===== config.mk =====
export PLATFORM = sky130hd
export DESIGN_NAME = ps2_host_tx
export DESIGN_NICKNAME = d
export VERILOG_FILES = /design/src/rtl/ps2_host_tx.sv
export SDC_FILE = /design/constraint.sdc
export NUM_CORES = 1
export LEC_CHECK = 0
export CORE_ASPECT_RATIO = 0.7
export CORE_MARGIN = 3
export CORE_UTILIZATION = 45
export CTS_BUF_LIST = sky130_fd_sc_hd__clkbuf_2
export DETAILED_ROUTE_END_ITERATION = 10
export PLACE_DENSITY = 0.74
export SLEW_MARGIN = 20
export SYNTH_ARGS = -nofsm -noshare
export SYNTH_HDL_FRONTEND = slang
export SYNTH_SLANG_ARGS = --single-unit

===== constraint.sdc =====
create_clock -name clk_sys -period 7.3 [get_ports clk_sys]
set_clock_uncertainty 0.2 [all_clocks]
set_input_delay 0.73 -clock clk_sys [delete_from_list [all_inputs] [get_ports clk_sys]]
set_output_delay 0.73 -clock clk_sys [all_outputs]
set_load 0.02 [all_outputs]

===== src/rtl/ps2_host_tx.sv =====
// ps2_host_tx: host-to-device PS/2 byte transmitter.
// Runs the inhibit / request-to-send / shift / ACK / release sequence on the
// shared open-drain PS/2 lines and reports done or error.
// Ports:
//   clk_sys, reset_n       system clock, async active-low reset
//   ps2_clk_i, ps2_dat_i   asynchronous line levels
//   ps2_clk_oe, ps2_dat_oe open-drain pull-low enables (1 = pull low)
//   tx_data, tx_strobe     byte to send, one-cycle request
//   busy, done, error      status level and one-cycle result pulses
module ps2_host_tx #(
  parameter int unsigned CLK_KHZ    = 48000,
  parameter int unsigned INHIBIT_US = 120,
  parameter int unsigned TIMEOUT_US = 15000
) (
  input  logic       clk_sys,
  input  logic       reset_n,
  input  logic       ps2_clk_i,
  input  logic       ps2_dat_i,
  output logic       ps2_clk_oe,
  output logic       ps2_dat_oe,
  input  logic [7:0] tx_data,
  input  logic       tx_strobe,
  output logic       busy,
  output logic       done,
  output logic       error
);

  localparam int unsigned INH_CYC = CLK_KHZ * INHIBIT_US / 1000;
  localparam int unsigned TO_CYC  = CLK_KHZ * TIMEOUT_US / 1000;
  localparam int unsigned CNT_W   = $clog2(TO_CYC + 1);

  localparam logic [2:0] S_IDLE     = 3'd0;
  localparam logic [2:0] S_INHIBIT  = 3'd1;
  localparam logic [2:0] S_RTS      = 3'd2;
  localparam logic [2:0] S_DATA     = 3'd3;
  localparam logic [2:0] S_PARITY   = 3'd4;
  localparam logic [2:0] S_STOP     = 3'd5;
  localparam logic [2:0] S_ACK      = 3'd6;
  localparam logic [2:0] S_WAIT_REL = 3'd7;

  logic             r_clk_meta, r_clk_sync, r_clk_prev;
  logic             r_dat_meta, r_dat_sync;
  logic [2:0]       r_state,  w_state_nxt;
  logic [CNT_W-1:0] r_cnt,    w_cnt_nxt;
  logic [7:0]       r_shreg,  w_shreg_nxt;
  logic             r_par,    w_par_nxt;
  logic [2:0]       r_bitcnt, w_bitcnt_nxt;
  logic             r_clk_oe, w_clk_oe_nxt;
  logic             r_dat_oe, w_dat_oe_nxt;
  logic             r_busy,   w_busy_nxt;
  logic             r_done,   w_done_nxt;
  logic             r_error,  w_error_nxt;
  logic             w_fall, w_active, w_timeout;

  // Two-FF synchronisers; reset to the idle (released, high) line level so no
  // spurious falling edge is seen after reset.
  always_ff @(posedge clk_sys or negedge reset_n) begin
    if (!reset_n) begin
      r_clk_meta <= 1'b1;
      r_clk_sync <= 1'b1;
      r_clk_prev <= 1'b1;
      r_dat_meta <= 1'b1;
      r_dat_sync <= 1'b1;
    end else begin
      r_clk_meta <= ps2_clk_i;
      r_clk_sync <= r_clk_meta;
      r_clk_prev <= r_clk_sync;
      r_dat_meta <= ps2_dat_i;
      r_dat_sync <= r_dat_meta;
    end
  end

  assign w_fall    = r_clk_prev & ~r_clk_sync;
  assign w_active  = (r_state != S_IDLE) && (r_state != S_INHIBIT);
  assign w_timeout = (r_cnt == CNT_W'(TO_CYC - 1));

  // State and registered outputs.
  always_ff @(posedge clk_sys or negedge reset_n) begin
    if (!reset_n) begin
      r_state  <= S_IDLE;
      r_cnt    <= '0;
      r_shreg  <= '0;
      r_par    <= 1'b0;
      r_bitcnt <= '0;
      r_clk_oe <= 1'b0;
      r_dat_oe <= 1'b0;
      r_busy   <= 1'b0;
      r_done   <= 1'b0;
      r_error  <= 1'b0;
    end else begin
      r_state  <= w_state_nxt;
      r_cnt    <= w_cnt_nxt;
      r_shreg  <= w_shreg_nxt;
      r_par    <= w_par_nxt;
      r_bitcnt <= w_bitcnt_nxt;
      r_clk_oe <= w_clk_oe_nxt;
      r_dat_oe <= w_dat_oe_nxt;
      r_busy   <= w_busy_nxt;
      r_done   <= w_done_nxt;
      r_error  <= w_error_nxt;
    end
  end

  // Next-state and next-output logic.
  always_comb begin
    w_state_nxt  = r_state;
    w_cnt_nxt    = r_cnt + CNT_W'(1);
    w_shreg_nxt  = r_shreg;
    w_par_nxt    = r_par;
    w_bitcnt_nxt = r_bitcnt;
    w_clk_oe_nxt = r_clk_oe;
    w_dat_oe_nxt = r_dat_oe;
    w_busy_nxt   = r_busy;
    w_done_nxt   = 1'b0;
    w_error_nxt  = 1'b0;

    case (r_state)
      S_IDLE: begin
        w_cnt_nxt    = r_cnt;
        w_clk_oe_nxt = 1'b0;
        w_dat_oe_nxt = 1'b0;
        w_busy_nxt   = 1'b0;
        if (tx_strobe) begin
          w_shreg_nxt  = tx_data;
          w_par_nxt    = ~^tx_data;
          w_busy_nxt   = 1'b1;
          w_clk_oe_nxt = 1'b1;
          w_cnt_nxt    = '0;
          w_state_nxt  = S_INHIBIT;
        end
      end
      S_INHIBIT: begin
        w_clk_oe_nxt = 1'b1;
        if (r_cnt == CNT_W'(INH_CYC - 1)) begin
          // Start bit; the clock stays pulled for one more cycle.
          w_dat_oe_nxt = 1'b1;
          w_cnt_nxt    = '0;
          w_state_nxt  = S_RTS;
        end
      end
      S_RTS: begin
        w_clk_oe_nxt = 1'b0;
        w_dat_oe_nxt = 1'b1;
        if (w_fall) begin
          w_dat_oe_nxt = ~r_shreg[0];
          w_bitcnt_nxt = '0;
          w_cnt_nxt    = '0;
          w_state_nxt  = S_DATA;
        end
      end
      S_DATA: begin
        if (w_fall) begin
          w_cnt_nxt = '0;
          if (r_bitcnt == 3'd7) begin
            w_dat_oe_nxt = ~r_par;
            w_state_nxt  = S_PARITY;
          end else begin
            // Present the next bit, which becomes shreg[0] after the shift.
            w_shreg_nxt  = r_shreg >> 1;
            w_dat_oe_nxt = ~r_shreg[1];
            w_bitcnt_nxt = r_bitcnt + 3'd1;
          end
        end
      end
      S_PARITY: begin
        if (w_fall) begin
          w_dat_oe_nxt = 1'b0;
          w_cnt_nxt    = '0;
          w_state_nxt  = S_STOP;
        end
      end
      S_STOP: begin
        if (w_fall) begin
          w_cnt_nxt   = '0;
          w_state_nxt = S_ACK;
        end
      end
      S_ACK: begin
        if (w_fall) begin
          w_cnt_nxt = '0;
          if (!r_dat_sync) begin
            w_state_nxt = S_WAIT_REL;
          end else begin
            w_error_nxt  = 1'b1;
            w_busy_nxt   = 1'b0;
            w_clk_oe_nxt = 1'b0;
            w_dat_oe_nxt = 1'b0;
            w_state_nxt  = S_IDLE;
          end
        end
      end
      default: begin // S_WAIT_REL
        if (w_fall) w_cnt_nxt = '0;
        if (r_clk_sync && r_dat_sync) begin
          w_done_nxt  = 1'b1;
          w_busy_nxt  = 1'b0;
          w_state_nxt = S_IDLE;
        end
      end
    endcase

    // Device went silent: abandon the frame and release both lines.
    if (w_active && !w_fall && w_timeout && !w_done_nxt) begin
      w_error_nxt  = 1'b1;
      w_busy_nxt   = 1'b0;
      w_clk_oe_nxt = 1'b0;
      w_dat_oe_nxt = 1'b0;
      w_state_nxt  = S_IDLE;
    end
  end

  assign ps2_clk_oe = r_clk_oe;
  assign ps2_dat_oe = r_dat_oe;
  assign busy       = r_busy;
  assign done       = r_done;
  assign error      = r_error;

endmodule


==> impl_metrics.env, run 1 <==
export IMPL_outcome="completed"
export IMPL_wl_per_cell_um=15.42
export IMPL_worstPathArrival_ps=2630
export IMPL_r2r_end="r_shreg[5]$_DFFE_PN0P_"
export IMPL_hold_ws_ps=75.14
export IMPL_die_area_um2=6464
export IMPL_die_width_um=94.82
export IMPL_syn_mean_instance_area_um2=9.484
export IMPL_die_h_um=68.17
export IMPL_tns_ps=0
export IMPL_grt_use_met2_pct=24.93
export IMPL_viasPerCell=5.916
export IMPL_grt_pass1_vias=1879
export IMPL_period_minus_slack_ps=2558
export IMPL_crit_path_start_kind="register"
export IMPL_mappedNetlistArea_um2=2485
export IMPL_finalNonFillerCells=345
export IMPL_cts_setup_buffers=0
export IMPL_hp_class="input port to asynchronous set/reset pin"
export IMPL_drtAntennaViolNets=0
export IMPL_rows=21
export IMPL_dpl_hpwl_um=3720
export IMPL_post_place_cells=337
export IMPL_cts_tree="yes"
export IMPL_p_per_area_nw_per_um2=152.8
export IMPL_worst_pin_slew_ps=916.4
export IMPL_worst_ep_required_time_ps=7380
export IMPL_cts_reportedPaths_clkPinSlew_ps=240
export IMPL_root_buffer="clkbuf_2"
export IMPL_fin_ws_ps=4742
export IMPL_cts_buffer_depth=2
export IMPL_syn_inst=262
export IMPL_gp_congestion=0.8588
export IMPL_drt_iter0_drc=223
export IMPL_core_area_um2=5045
export IMPL_start_util_pct=49.26
export IMPL_synthTopCellsByCount="dfrtp_1, nand2_1, nor2_1"
export IMPL_hold_viol=0
export IMPL_clock_latency_ps=400
export IMPL_num_vias=2041
export IMPL_track_usage_pct=18.19
export IMPL_drv_cap=0
export IMPL_rrSetupSlack_ps=4740
export IMPL_yosys_cell_count_top_type="dfrtp_1"
export IMPL_pre_cts_slack_ps=4557
export IMPL_synth_top_area_cell="dfrtp_1"
export IMPL_rsz0062_at_grt="no"
export IMPL_yosys_top_cells_area="dfrtp_1, dfstp_2, mux2i_1, nand2_1, o21ai_0"
export IMPL_synth_nets=278
export IMPL_drive_above_1_share_pct=10.51
export IMPL_h_tree_depth=2
export IMPL_path_class="register to register"
export IMPL_synthFlopType="dfrtp_1"
export IMPL_ys_types=54
export IMPL_hold_buffers=0
export IMPL_synth_seq_cells=45
export IMPL_grtUsageMet1_pct=28.52
export IMPL_synth_top_cell_area_share_pct=40.28
export IMPL_syn_to_final_growth_pct=10.37
export IMPL_slew_violations=0
export IMPL_fin_nets=291
export IMPL_setup_viol=0
export IMPL_cts_buffers=5
export IMPL_synth_seq_area_share_pct=45.57
export IMPL_antenna_cells=0
export IMPL_drc=0
export IMPL_grt_max_degree=46
export IMPL_io_buffer_count=17
export IMPL_synth_async_sr_flop_share_pct=100.0
export IMPL_cp_end_kind="register"
export IMPL_antenna_found_initial=0
export IMPL_cts_resized=0
export IMPL_irDropWorstVdd_mv=0.09768
export IMPL_drt_first_pass_iters=7
export IMPL_final_core_util_pct=54.37
export IMPL_slew_headroom_pct=38.91
export IMPL_synth_edf_count=0
export IMPL_ios=18
export IMPL_grt_pass1_wl_um=9121
export IMPL_ys_warn_count=0
export IMPL_power_leakage_nw=1.209
export IMPL_drt_total_wl_um=5321
export IMPL_cts_sinks=45
export IMPL_r2r_start="r_state[1]$_DFFE_PN0P_"
export IMPL_grt_ovfl_total=0
export IMPL_period_share_pct=35.04
export IMPL_busiest_layer="met1"
export IMPL_path_max_fanout=15
export IMPL_fmax_mhz=391.0
export IMPL_fillers=466
export IMPL_met3_usage_pct=4.066
export IMPL_worst_r2r_path_depth=3
==> metrics by stage <==
step | cell area (um2) | power [mW]
global placement | 2669 | 0.2810
finish | 2743 | 0.4190
global route | 2743 | 0.4373
CTS | 2740 | 0.4256
floorplan | 2485 | 0.2676
detailed placement | 2669 | 0.2812
==> kinds of logic (layout without fill, tap and decap cells) <==
| kind of cell | Yosys count | in the layout | synth area share [%] |
|---|---|---|---|
| buffers and inverters | 17 | 31 | 3.927 |
| multiplexers | 11 | 11 | 4.481 |
| AO/OA/AOI/OAI | 70 | 70 | 18.73 |
| adder cells (fa/ha/maj) | 3 | 3 | 1.511 |
| AND/OR/NAND/NOR | 105 | 105 | 21.90 |
| flip-flops | 45 | 45 | 45.57 |
| XOR/XNOR | 11 | 11 | 3.877 |
==> per-layer routing <==
layer	part of all wire, %	up-vias
met5	0	-
met4	0.92	0
met3	7.0	6
met2	40	81
met1	52	958
li1	-	996
==> critical path: stages, from the launching register on <==
cell      delay (ps)
dfrtp_1          650
nand3b_1         480
o22ai_1          870
o21ai_0          220
==> registers in the layout, summed over array words and instances (netlist names) <==
signal,flops
r_cnt,20
r_shreg,8
r_bitcnt,3
r_state,3
busy,1
done,1
error,1
ps2_clk_oe,1
ps2_dat_oe,1
r_clk_meta,1
r_clk_prev,1
r_clk_sync,1
r_dat_meta,1
r_dat_sync,1
r_par,1
==> placed cells by master, fill, tap and decap left out, drive strengths merged, types with 5 or more instances in the layout <==
cell and instances:
dfrtp 40, nand2 26, o21ai 22, nor2 21, clkdlybuf4s50 16, nand3 15, a21oi 11, mux2i 10
nor3 8, a22o 7, a31oi 7, xnor2 7, nor4 7, nand4 6, and3 5, a21o 5
clkbuf 5, dfstp 5
==> how the worst max path moves through the flow <==
| stage | depth (start not counted) | startpoint | endpoint |
|---|---|---|---|
| floorplan | 5 | r_cnt[7]$_DFFE_PN0N_ | ps2_dat_oe$_DFFE_PN0P_ |
| CTS | 4 | r_state[2]$_DFFE_PN0P_ | r_shreg[5]$_DFFE_PN0P_ |
| finish | 3 | r_state[1]$_DFFE_PN0P_ | r_shreg[5]$_DFFE_PN0P_ |
| global placement | 4 | tx_strobe | r_shreg[4]$_DFFE_PN0P_ |
| global route | 4 | r_state[2]$_DFFE_PN0P_ | r_shreg[3]$_DFFE_PN0P_ |
| detailed placement | 4 | tx_strobe | r_shreg[5]$_DFFE_PN0P_ |
==> report_power, final <==
part | switching, mW | internal, mW
Sequential | 0.00192 | 0.253
Combinational | 0.0109 | 0.0113
Clock | 0.0838 | 0.0584
==> final cells by class <==
type / instances / area [um2] / area share, %
inverters: 4 / 15.01 / 0.5474
multi-input cells: 200 / 1255 / 45.76
clock inverters: 3 / 46.29 / 1.688
clock buffers: 5 / 25.02 / 0.9124
flip-flops and latches: 45 / 1132 / 41.29
well taps: 69 / 86.33 / 3.148
repair buffers: 19 / 182.7 / 6.661
Note: power is estimated with default switching activity, not from simulation.
==> run 2, diff against run 1 <==
==> constraint.sdc (replaced) <==
create_clock -name clk_sys -period 2.5 [get_ports clk_sys]
set_clock_uncertainty 0.2 [all_clocks]
set_input_delay 0.25 -clock clk_sys [delete_from_list [all_inputs] [get_ports clk_sys]]
set_output_delay 0.25 -clock clk_sys [all_outputs]
set_load 0.02 [all_outputs]
==> impl_metrics.env, run 2 (synthesis results as in run 1) <==
export IMPL_outcome="completed"
export IMPL_route_met2_wl_um=2049
export IMPL_path_buf_inv=1
export IMPL_fillers=456
export IMPL_root_buffer="clkbuf_2"
export IMPL_reg_largest_list="r_cnt: 20 flops, r_shreg: 8 flops"
export IMPL_cts_setup_buffers=0
export IMPL_cts_reportedPaths_clkPinSlew_ps=230
export IMPL_drt_total_wl_um=5300
export IMPL_slew_violations=0
export IMPL_combinationalPowerShare_pct=6.3
export IMPL_largest_reg_flops=20
export IMPL_placed_cell_area_um2=2794
export IMPL_post_place_cells=352
export IMPL_hold_viol=0
export IMPL_cts_tree="yes"
export IMPL_rrSetupSlack_ps=110
export IMPL_start_util_pct=49.26
export IMPL_grt_ovfl_total=0
export IMPL_worstPathArrival_ps=2530
export IMPL_setup_viol=0
export IMPL_viasPerCell=5.846
export IMPL_h_tree_depth=2
export IMPL_track_usage_pct=17.77
export IMPL_drive_above_1_share_pct=15.65
export IMPL_wl_per_cell_um=14.60
export IMPL_fmax_mhz=418.3
export IMPL_period_share_pct=95.63
export IMPL_dpl_hpwl_um=3984
export IMPL_rsz0062_at_grt="no"
export IMPL_path_max_fanout=20
export IMPL_critical_path_max_stage_delay_ps=550
export IMPL_irDropWorstVdd_mv=0.3908
export IMPL_die_width_um=94.82
export IMPL_p_int_uw=843.4
export IMPL_p_sw_uw=290.1
export IMPL_worst_pin_slew_ps=556.9
export IMPL_slew_headroom_pct=62.59
export IMPL_drc=0
export IMPL_io_buffer_count=17
export IMPL_grt_pass1_vias=1832
export IMPL_crit_path_start_kind="register"
export IMPL_clock_latency_ps=430
export IMPL_cts_buffers=5
export IMPL_final_area_um2=2879
export IMPL_wl_met3_um=373
export IMPL_dr_max_layer_used="met4"
export IMPL_antenna_cells=0
export IMPL_hp_class="input port to asynchronous set/reset pin"
export IMPL_die_h_um=68.17
export IMPL_drt_first_pass_iters=5
export IMPL_switching_share_pct=25.59
export IMPL_final_core_util_pct=57.07
export IMPL_final_common_cell="dfrtp_1"
export IMPL_grt_max_degree=21
export IMPL_path_class="register to register"
export IMPL_drtAntennaViolNets=0
export IMPL_rows=21
export IMPL_ios=18
export IMPL_regMostFlops="r_cnt"
export IMPL_period_minus_slack_ps=2391
export IMPL_seqPwrFrac_pct=65.6
export IMPL_cp_end_kind="register"
export IMPL_met1Wirelength_um=2820
export IMPL_layout_common_cells="dfrtp_1, nand2_1, nor2_1, o21ai_0"
export IMPL_num_vias=2122
export IMPL_power_frac_clock_pct=28.1
export IMPL_drv_cap=0
export IMPL_finalNonFillerCells=363
export IMPL_crit_family="simple AND/OR/NAND/NOR gates"
export IMPL_worst_ep_required_time_ps=2640
export IMPL_crit_chain="or4_4 -> nor4_2 -> a21oi_1 -> buf_12 -> and3_1 -> a211o_1"
export IMPL_power_leakage_nw=1.281
export IMPL_drt_iter0_drc=139
export IMPL_critPathSlowestCell="or4_4"
export IMPL_p_per_area_nw_per_um2=393.7
export IMPL_antenna_found_initial=0
export IMPL_fin_nets=309
export IMPL_syn_to_final_growth_pct=15.86
export IMPL_grt_pass1_wl_um=8880
export IMPL_tns_ps=0
export IMPL_core_area_um2=5045
export IMPL_hold_ws_ps=49.68
export IMPL_cts_buffer_depth=2
export IMPL_gp_congestion=0.9509
export IMPL_final_seq_area_um2=1132
export IMPL_die_area_um2=6464
export IMPL_cts_sinks=45
export IMPL_multi_input_comb_area_um2=1262
==> run 2: path summary, 6_finish.rpt <==
path                            cells past startpoint                    end                  from
worst min-delay path                                2  r_cnt[18]$_DFFE_PN0N_               reset_n
worst max register to register                      6  r_cnt[13]$_DFFE_PN0N_  r_cnt[8]$_DFFE_PN0N_
worst min register to register                      0   r_dat_sync$_DFF_PN1_  r_dat_meta$_DFF_PN1_
max in group asynchronous                           3   r_clk_prev$_DFF_PN1_               reset_n
min in group clk_sys                                0   r_dat_sync$_DFF_PN1_  r_dat_meta$_DFF_PN1_
worst max-delay path                                6  r_cnt[13]$_DFFE_PN0N_  r_cnt[8]$_DFFE_PN0N_
==> run 2: metal layers <==
| layer | global-route usage [%] | up-vias |
|---|---|---|
| met5 | 0 | - |
| met2 | 23.18 | 81 |
| li1 | - | 1044 |
| met4 | 5.036 | 0 |
| met1 | 28.39 | 991 |
| met3 | 4.286 | 6 |
==> run 2: final cells by class <==
class / count / share of cell area (%)
clock buffers: 5 / 0.8692
clock inverters: 3 / 0.7823
inverters: 4 / 0.5215
multi-input cells: 200 / 43.85
flip-flops and latches: 45 / 39.33
well taps: 69 / 2.999
repair buffers: 37 / 11.65
==> run 2: power by group through the flow <==
stage / registers, mW / clock network (mW) / logic (mW)
6_report: 0.743 / 0.319 / 0.0713
3_3_place_gp: 0.755 / 0 / 0.0686
4_1_cts: 0.743 / 0.328 / 0.0725
5_1_grt: 0.745 / 0.352 / 0.0784
3_5_place_dp: 0.755 / 0 / 0.0690
2_1_floorplan: 0.753 / 0 / 0.0282
==> run 2: through the flow <==
step / power [mW] / setup slack, ps
after floorplan: 0.7814 / 201.7
after global placement: 0.8233 / 158.1
after CTS: 1.144 / 87.01
final: 1.134 / 109.2
after detailed placement: 0.8239 / 110.5
after global routing: 1.175 / 33.10
==> run 2: what timing repair did <==
action,in CTS,in global routing
endpoints found under the hold margin,46,0
resized for setup,0,2
hold buffers,3,0
endpoints found under the setup margin,0,4
